===== src/rtl/gpr_pkg.sv =====
// Shared constants and types for the multi-port general-purpose register file.
package gpr_pkg;

  localparam int DATA_W_DEF = 32;
  localparam int ADDR_W_DEF = 5;
  localparam int PC_W       = 32;
  localparam int REG_ZERO   = 0;

  typedef struct packed {
    logic [PC_W-1:0]       pc;
    logic [ADDR_W_DEF-1:0] addr;
    logic [DATA_W_DEF-1:0] data;
  } trace_rec_t;

endpackage


===== src/rtl/gpr_file_mp_if.sv =====
// Decode/writeback-facing bundle of the register file: reads, writes, issue and write trace.
interface gpr_file_mp_if
  import gpr_pkg::*;
#(
  parameter int DATA_W = DATA_W_DEF,
  parameter int ADDR_W = ADDR_W_DEF,
  parameter int NUM_RD = 2
) ();

  logic [NUM_RD*ADDR_W-1:0] rd_addr;
  logic [NUM_RD*DATA_W-1:0] rd_data;
  logic [NUM_RD-1:0]        rd_busy;
  logic [1:0]               wr_en;
  logic [2*ADDR_W-1:0]      wr_addr;
  logic [2*DATA_W-1:0]      wr_data;
  logic [2*PC_W-1:0]        wr_pc;
  logic                     iss_en;
  logic [ADDR_W-1:0]        iss_addr;
  logic [1:0]               trace_valid;
  logic [2*ADDR_W-1:0]      trace_addr;
  logic [2*DATA_W-1:0]      trace_data;
  logic [2*PC_W-1:0]        trace_pc;

  modport master (
    output rd_addr, wr_en, wr_addr, wr_data, wr_pc, iss_en, iss_addr,
    input  rd_data, rd_busy, trace_valid, trace_addr, trace_data, trace_pc
  );

  modport slave (
    input  rd_addr, wr_en, wr_addr, wr_data, wr_pc, iss_en, iss_addr,
    output rd_data, rd_busy, trace_valid, trace_addr, trace_data, trace_pc
  );

endinterface


===== src/rtl/gpr_scoreboard.sv =====
// Per-register busy bits: set by issue, cleared by effective writes, with lookups for each read port.
module gpr_scoreboard
  import gpr_pkg::*;
#(
  parameter int ADDR_W = ADDR_W_DEF,
  parameter int NUM_RD = 2
) (
  input  logic                     clk,
  input  logic                     reset,
  input  logic                     iss_en,
  input  logic [ADDR_W-1:0]        iss_addr,
  input  logic [1:0]               clr_en,
  input  logic [2*ADDR_W-1:0]      clr_addr,
  input  logic [NUM_RD*ADDR_W-1:0] rd_addr,
  output logic [NUM_RD-1:0]        busy_out
);

  localparam int DEPTH = 1 << ADDR_W;
  localparam logic [ADDR_W-1:0] ZERO_ADDR = ADDR_W'(REG_ZERO);

  logic [DEPTH-1:0] busy;
  logic [DEPTH-1:0] busy_next;

  // Clears are applied before the set so a same-cycle issue (younger) wins.
  always_comb begin
    busy_next = busy;
    for (int i = 0; i < 2; i++) begin
      if (clr_en[i]) busy_next[clr_addr[i*ADDR_W +: ADDR_W]] = 1'b0;
    end
    if (iss_en && (iss_addr != ZERO_ADDR)) busy_next[iss_addr] = 1'b1;
    busy_next[0] = 1'b0;
  end

  always_ff @(posedge clk) begin
    if (reset) busy <= '0;
    else       busy <= busy_next;
  end

  always_comb begin
    busy_out = '0;
    for (int k = 0; k < NUM_RD; k++) begin
      busy_out[k] = busy[rd_addr[k*ADDR_W +: ADDR_W]];
    end
  end

endmodule


===== src/rtl/gpr_file_mp.sv =====
// Multi-port GPR file: NUM_RD combinational read ports with optional write bypass,
// two prioritised write lanes (lane 1 younger), busy scoreboard and a registered write trace.
module gpr_file_mp
  import gpr_pkg::*;
#(
  parameter int DATA_W = DATA_W_DEF,
  parameter int ADDR_W = ADDR_W_DEF,
  parameter int NUM_RD = 2,
  parameter bit BYPASS = 1'b1
) (
  input logic          clk,
  input logic          reset,
  gpr_file_mp_if.slave bus
);

  localparam int DEPTH = 1 << ADDR_W;
  localparam logic [ADDR_W-1:0] ZERO_ADDR = ADDR_W'(REG_ZERO);

  logic [DATA_W-1:0] regs [DEPTH];
  logic [1:0]        wr_eff;
  logic [ADDR_W-1:0] wa [2];
  logic [DATA_W-1:0] wd [2];
  logic [ADDR_W-1:0] ra;
  logic [DATA_W-1:0] rv;

  always_comb begin
    for (int i = 0; i < 2; i++) begin
      wa[i]     = bus.wr_addr[i*ADDR_W +: ADDR_W];
      wd[i]     = bus.wr_data[i*DATA_W +: DATA_W];
      wr_eff[i] = bus.wr_en[i] && (wa[i] != ZERO_ADDR);
    end
  end

  // Lane 1 is written last so it wins a same-address collision.
  always_ff @(posedge clk) begin
    if (reset) begin
      for (int r = 0; r < DEPTH; r++) regs[r] <= '0;
    end else begin
      if (wr_eff[0]) regs[wa[0]] <= wd[0];
      if (wr_eff[1]) regs[wa[1]] <= wd[1];
    end
  end

  always_comb begin
    bus.rd_data = '0;
    ra = '0;
    rv = '0;
    for (int k = 0; k < NUM_RD; k++) begin
      ra = bus.rd_addr[k*ADDR_W +: ADDR_W];
      rv = regs[ra];
      if (BYPASS) begin
        if (wr_eff[0] && (wa[0] == ra)) rv = wd[0];
        if (wr_eff[1] && (wa[1] == ra)) rv = wd[1];
      end
      bus.rd_data[k*DATA_W +: DATA_W] = rv;
    end
  end

  // Idle trace lanes are forced to zero rather than holding stale values.
  always_ff @(posedge clk) begin
    if (reset) begin
      bus.trace_valid <= '0;
      bus.trace_addr  <= '0;
      bus.trace_data  <= '0;
      bus.trace_pc    <= '0;
    end else begin
      for (int i = 0; i < 2; i++) begin
        bus.trace_valid[i]                  <= wr_eff[i];
        bus.trace_addr[i*ADDR_W +: ADDR_W]  <= wr_eff[i] ? wa[i] : '0;
        bus.trace_data[i*DATA_W +: DATA_W]  <= wr_eff[i] ? wd[i] : '0;
        bus.trace_pc[i*PC_W +: PC_W]        <= wr_eff[i] ? bus.wr_pc[i*PC_W +: PC_W] : '0;
      end
    end
  end

  gpr_scoreboard #(
    .ADDR_W (ADDR_W),
    .NUM_RD (NUM_RD)
  ) u_scoreboard (
    .clk      (clk),
    .reset    (reset),
    .iss_en   (bus.iss_en),
    .iss_addr (bus.iss_addr),
    .clr_en   (wr_eff),
    .clr_addr (bus.wr_addr),
    .rd_addr  (bus.rd_addr),
    .busy_out (bus.rd_busy)
  );

endmodule

===== src/flat_wrapper.sv =====
// flat-port wrapper written by rule: the top's interface ports become plain ports
module gpr_file_mp_flat import gpr_pkg::*;
#(
  parameter int DATA_W = DATA_W_DEF,
  parameter int ADDR_W = ADDR_W_DEF,
  parameter int NUM_RD = 2,
  parameter bit BYPASS = 1'b1
)
  (clk, reset, bus_rd_addr, bus_wr_en, bus_wr_addr, bus_wr_data, bus_wr_pc, bus_iss_en, bus_iss_addr, bus_rd_data, bus_rd_busy, bus_trace_valid, bus_trace_addr, bus_trace_data, bus_trace_pc);
  gpr_file_mp_if #(.DATA_W(DATA_W), .ADDR_W(ADDR_W), .NUM_RD(NUM_RD)) bus_i ();
  input logic clk;
  input logic reset;
  input wire logic [$bits(bus_i.rd_addr)-1:0] bus_rd_addr;
  input wire logic [$bits(bus_i.wr_en)-1:0] bus_wr_en;
  input wire logic [$bits(bus_i.wr_addr)-1:0] bus_wr_addr;
  input wire logic [$bits(bus_i.wr_data)-1:0] bus_wr_data;
  input wire logic [$bits(bus_i.wr_pc)-1:0] bus_wr_pc;
  input wire logic [$bits(bus_i.iss_en)-1:0] bus_iss_en;
  input wire logic [$bits(bus_i.iss_addr)-1:0] bus_iss_addr;
  output wire logic [$bits(bus_i.rd_data)-1:0] bus_rd_data;
  output wire logic [$bits(bus_i.rd_busy)-1:0] bus_rd_busy;
  output wire logic [$bits(bus_i.trace_valid)-1:0] bus_trace_valid;
  output wire logic [$bits(bus_i.trace_addr)-1:0] bus_trace_addr;
  output wire logic [$bits(bus_i.trace_data)-1:0] bus_trace_data;
  output wire logic [$bits(bus_i.trace_pc)-1:0] bus_trace_pc;
  assign bus_i.rd_addr = bus_rd_addr;
  assign bus_i.wr_en = bus_wr_en;
  assign bus_i.wr_addr = bus_wr_addr;
  assign bus_i.wr_data = bus_wr_data;
  assign bus_i.wr_pc = bus_wr_pc;
  assign bus_i.iss_en = bus_iss_en;
  assign bus_i.iss_addr = bus_iss_addr;
  assign bus_rd_data = bus_i.rd_data;
  assign bus_rd_busy = bus_i.rd_busy;
  assign bus_trace_valid = bus_i.trace_valid;
  assign bus_trace_addr = bus_i.trace_addr;
  assign bus_trace_data = bus_i.trace_data;
  assign bus_trace_pc = bus_i.trace_pc;
  gpr_file_mp #(.DATA_W(DATA_W), .ADDR_W(ADDR_W), .NUM_RD(NUM_RD), .BYPASS(BYPASS)) u_core (.clk(clk), .reset(reset), .bus(bus_i));
endmodule

===== config.mk =====
export PLATFORM = sky130hd
export DESIGN_NAME = gpr_file_mp_flat
export DESIGN_NICKNAME = d
export VERILOG_FILES = /design/src/rtl/gpr_pkg.sv /design/src/rtl/gpr_file_mp_if.sv /design/src/rtl/gpr_scoreboard.sv /design/src/rtl/gpr_file_mp.sv /design/src/flat_wrapper.sv
export SDC_FILE = /design/constraint.sdc
export NUM_CORES = 2
export LEC_CHECK = 0
export BUFFER_PORTS_ARGS = -buffer_cell sky130_fd_sc_hd__buf_2
export CORE_MARGIN = 3
export CORE_UTILIZATION = 40
export CTS_BUF_LIST = sky130_fd_sc_hd__clkbuf_4 sky130_fd_sc_hd__clkbuf_8
export DETAILED_ROUTE_END_ITERATION = 6
export SYNTH_ARGS = -nofsm -noshare
export SYNTH_HDL_FRONTEND = slang
export SYNTH_HIERARCHICAL = 1
export SYNTH_SLANG_ARGS = --single-unit

===== constraint.sdc =====
create_clock -name clk -period 4.6 [get_ports clk]
set_input_delay 0.46 -clock clk [delete_from_list [all_inputs] [get_ports clk]]
set_output_delay 0.46 -clock clk [all_outputs]
set_load 0.005 [all_outputs]

==> flow_summary.ini <==
[route]
first_iter_violations = 8163
num_vias = 51536
drt.antenna.violating_nets = 0
totalWireLength_microns = 275100
first_pass_iters = 7
route.detailed.drc = 4
wire_per_inst_microns = 38.23
via_per_inst = 7.161

[global_route]
grt_max_degree = 74
grt_pass1_wl_microns = 382300
grt_pass1_vias = 50525
globalRouteOverflowTotal = 0
antenna_found_initial = 19
track_usage = 0.3186

[clock_network]
clock_latency_ns = 0.94
clockRootBuffer = clkbuf_8
cts_buffers = 191
htreeDepth = 4
cts_tree = built
clock-sinks = 1195
clk_pin_slew_ns = 0.06
cts_setup_buffers = 0
cts_buffer_depth = 3

[floorplan]
die-width_microns = 408.9
rows = 147
core_area_sq_um = 160900
initial_core_util = 0.4034
fp.dieH_microns = 408.9
die_area_sq_um = 167200
io_pins = 364

[yosys]
synth-seq-cells = 1195
ys_types = 58
ys_seq_area_frac = 0.5263
synth_most_common_cell = edfxtp_1
synthFlopType = edfxtp_1
ys.warnings.count = 6
synth_top_cell_by_area = edfxtp_1
netlist.area_leader.share = 0.4736
synth_edf_count = 1024
syn_area_sq_um = 64920
syn_inst = 4625
synthTopCellsByCount = edfxtp_1, a22o_1, clkbuf_1, mux4_2, a22oi_1
avgSynthCellArea_sq_um = 14.04
yosys-top-cells-area = edfxtp_1, mux4_2, a22o_1, dfxtp_1, clkbuf_1
async_flop_share = 0

[worst_setup_path]
max_stage_delay_ns = 0.86
setup.worst_path.start_class = input pin
reg2reg_depth = 2
cp_cell_sequence = dlygate4sd3_1 > buf_2 > xnor2_1 > nand3_1 > nor4_4 > buf_4 > nor4_1 > buf_4 > a2111oi_1 > buf_2
crit_slowest_cell = a2111oi_1
path_max_fanout = 27
worstPathArrival_ns = 4.17
path_class = input pin to primary output
worstPathRequired_ns = 4.14
cp-end-kind = primary output

[placed_design]
dp_hpwl_microns = 170900
routabilityCongestion = 0.9098
portBuffers = 363
post-place-ws_ns = 0.2307
place_inst = 6748

[hold_path]
hold_path_depth = 3
min-delay-path-class = input pin to flop

[timing]
fin_crit_ns = 4.629
setup_viol = 1
worstMarginPinSlew_ns = 1.365
fmax_mhz = 216.0
drv_slew = 0
fin_skew_ns = 0
fin_setup_tns_ns = -0.02894
rsz0062_at_grt = no
finalCritPeriodShare = 1.006
hold_viol_final = 0
timing.hold.ws_ns = 0.08409
max_slew_margin = 0.08472
final.setup.worst_slack_ns = -0.02894

[power]
p_leak_nw = 25.96
peakVddDrop_v = 0.0002743
p_total_mw = 26.08
p_per_area_nw_per_um2 = 348.6

[final_layout]
nets = 5025
area_delta_synth_final_pct = 15.22
layout.cells.non_filler = 7197
final_layout_size_suffix_gt1_frac = 0.3211

[run_status]
violations = design-rule violations, negative setup slack
status = finished, violations left

[run]
drv_cap = 0
-- state kept, by name, indices dropped and copies added (netlist names) --
name,flops
u_core/regs,1024
u_core/bus.trace_data,64
u_core/bus.trace_pc,64
u_core/u_scoreboard/busy,31
u_core/bus.trace_addr,10
u_core/bus.trace_valid,2
-- power breakdown --
group / internal [mW] / total (mW) / switching (mW)
Combinational: 1.49 / 3.90 / 2.41
Sequential: 12.4 / 12.7 / 0.309
Clock: 4.91 / 9.49 / 4.58
-- kinds of logic after synthesis --
family | after synthesis | share of synthesized area
AO/OA/AOI/OAI | 1427 | 0.1862
XOR/XNOR | 20 | 0.002698
buffers and inverters | 723 | 0.04554
flip-flops | 1195 | 0.5263
multiplexers | 539 | 0.1820
other | 1 | 0.00005776
AND/OR/NAND/NOR | 720 | 0.05718
-- layout make-up --
cell class,count,area (sq um)
antenna,11,27.53
clock buffer,272,3331
clock inverter,80,546.8
fill,13996,86130
inverter,6,22.52
multi-input combinational,2738,28670
sequential,1195,34170
tap,2160,2703
timing repair buffer,735,5333
-- cells in the final DEF, fill, tap and decap left out, types with 40 or more instances in the layout --
master / Yosys / routed
nor3_1: 115 / 78
mux4_2: 511 / 511
buf_4: 15 / 251
nor2_1: 138 / 114
dfxtp_1: 171 / 171
clkbuf_8: 0 / 206
edfxtp_1: 1024 / 1024
nand2_1: 161 / 161
a22oi_1: 192 / 192
buf_2: 119 / 357
a221oi_1: 63 / 63
and2_1: 140 / 138
nand3_1: 40 / 40
dlygate4sd3_1: 0 / 86
clkbuf_4: 0 / 66
a22o_1: 1023 / 1023
-- worst paths after layout --
| path | startpoint | to | slack, ns |
|---|---|---|---|
| worst max-delay path | bus_wr_addr[8] | bus_rd_data[13] | -0.03 |
| worst min-delay path | bus_wr_data[8] | u_core/bus.trace_data[8]$_SDFF_PP0_ | 0.08 |
| worst max register to register | u_core/u_scoreboard/busy[17]$_SDFF_PP0_ | u_core/u_scoreboard/busy[17]$_SDFF_PP0_ | 3.88 |
| worst min register to register | u_core/u_scoreboard/busy[22]$_SDFF_PP0_ | u_core/u_scoreboard/busy[22]$_SDFF_PP0_ | 0.54 |
-- repair_timing --
action                                 CTS  global route
resized for setup                        0             1
setup endpoints to repair                0             1
hold buffers                            86             0
endpoints found under the hold margin  105             0
-- metrics by stage --
| stage | util | cell area [sq um] |
|---|---|---|
| CTS | 0.4646 | 74770 |
| global placement | 0.4351 | 70020 |
| finish | 0.4648 | 74810 |
| detailed placement | 0.4351 | 70030 |
| floorplan | - | 65040 |
| global route | 0.4647 | 74780 |
-- critical path, delay by kind of cell --
family	cells	cell delay (ns)
AOI/OAI and AO/OA	1	0.86
xor gates and xnor gates	1	0.16
buffers and inverters	5	1.72
and+or+nand+nor	3	0.95
-- routing by layer --
layer | GRT usage | up-vias | part of all wire
met5 | 0 | - | 0.000095
met4 | 0.1670 | 4 | 0.059
met3 | 0.1091 | 1024 | 0.14
met2 | 0.4810 | 4788 | 0.44
met1 | 0.4056 | 26070 | 0.36
li1 | - | 19650 | -
Power figures use the tool's default switching activity.
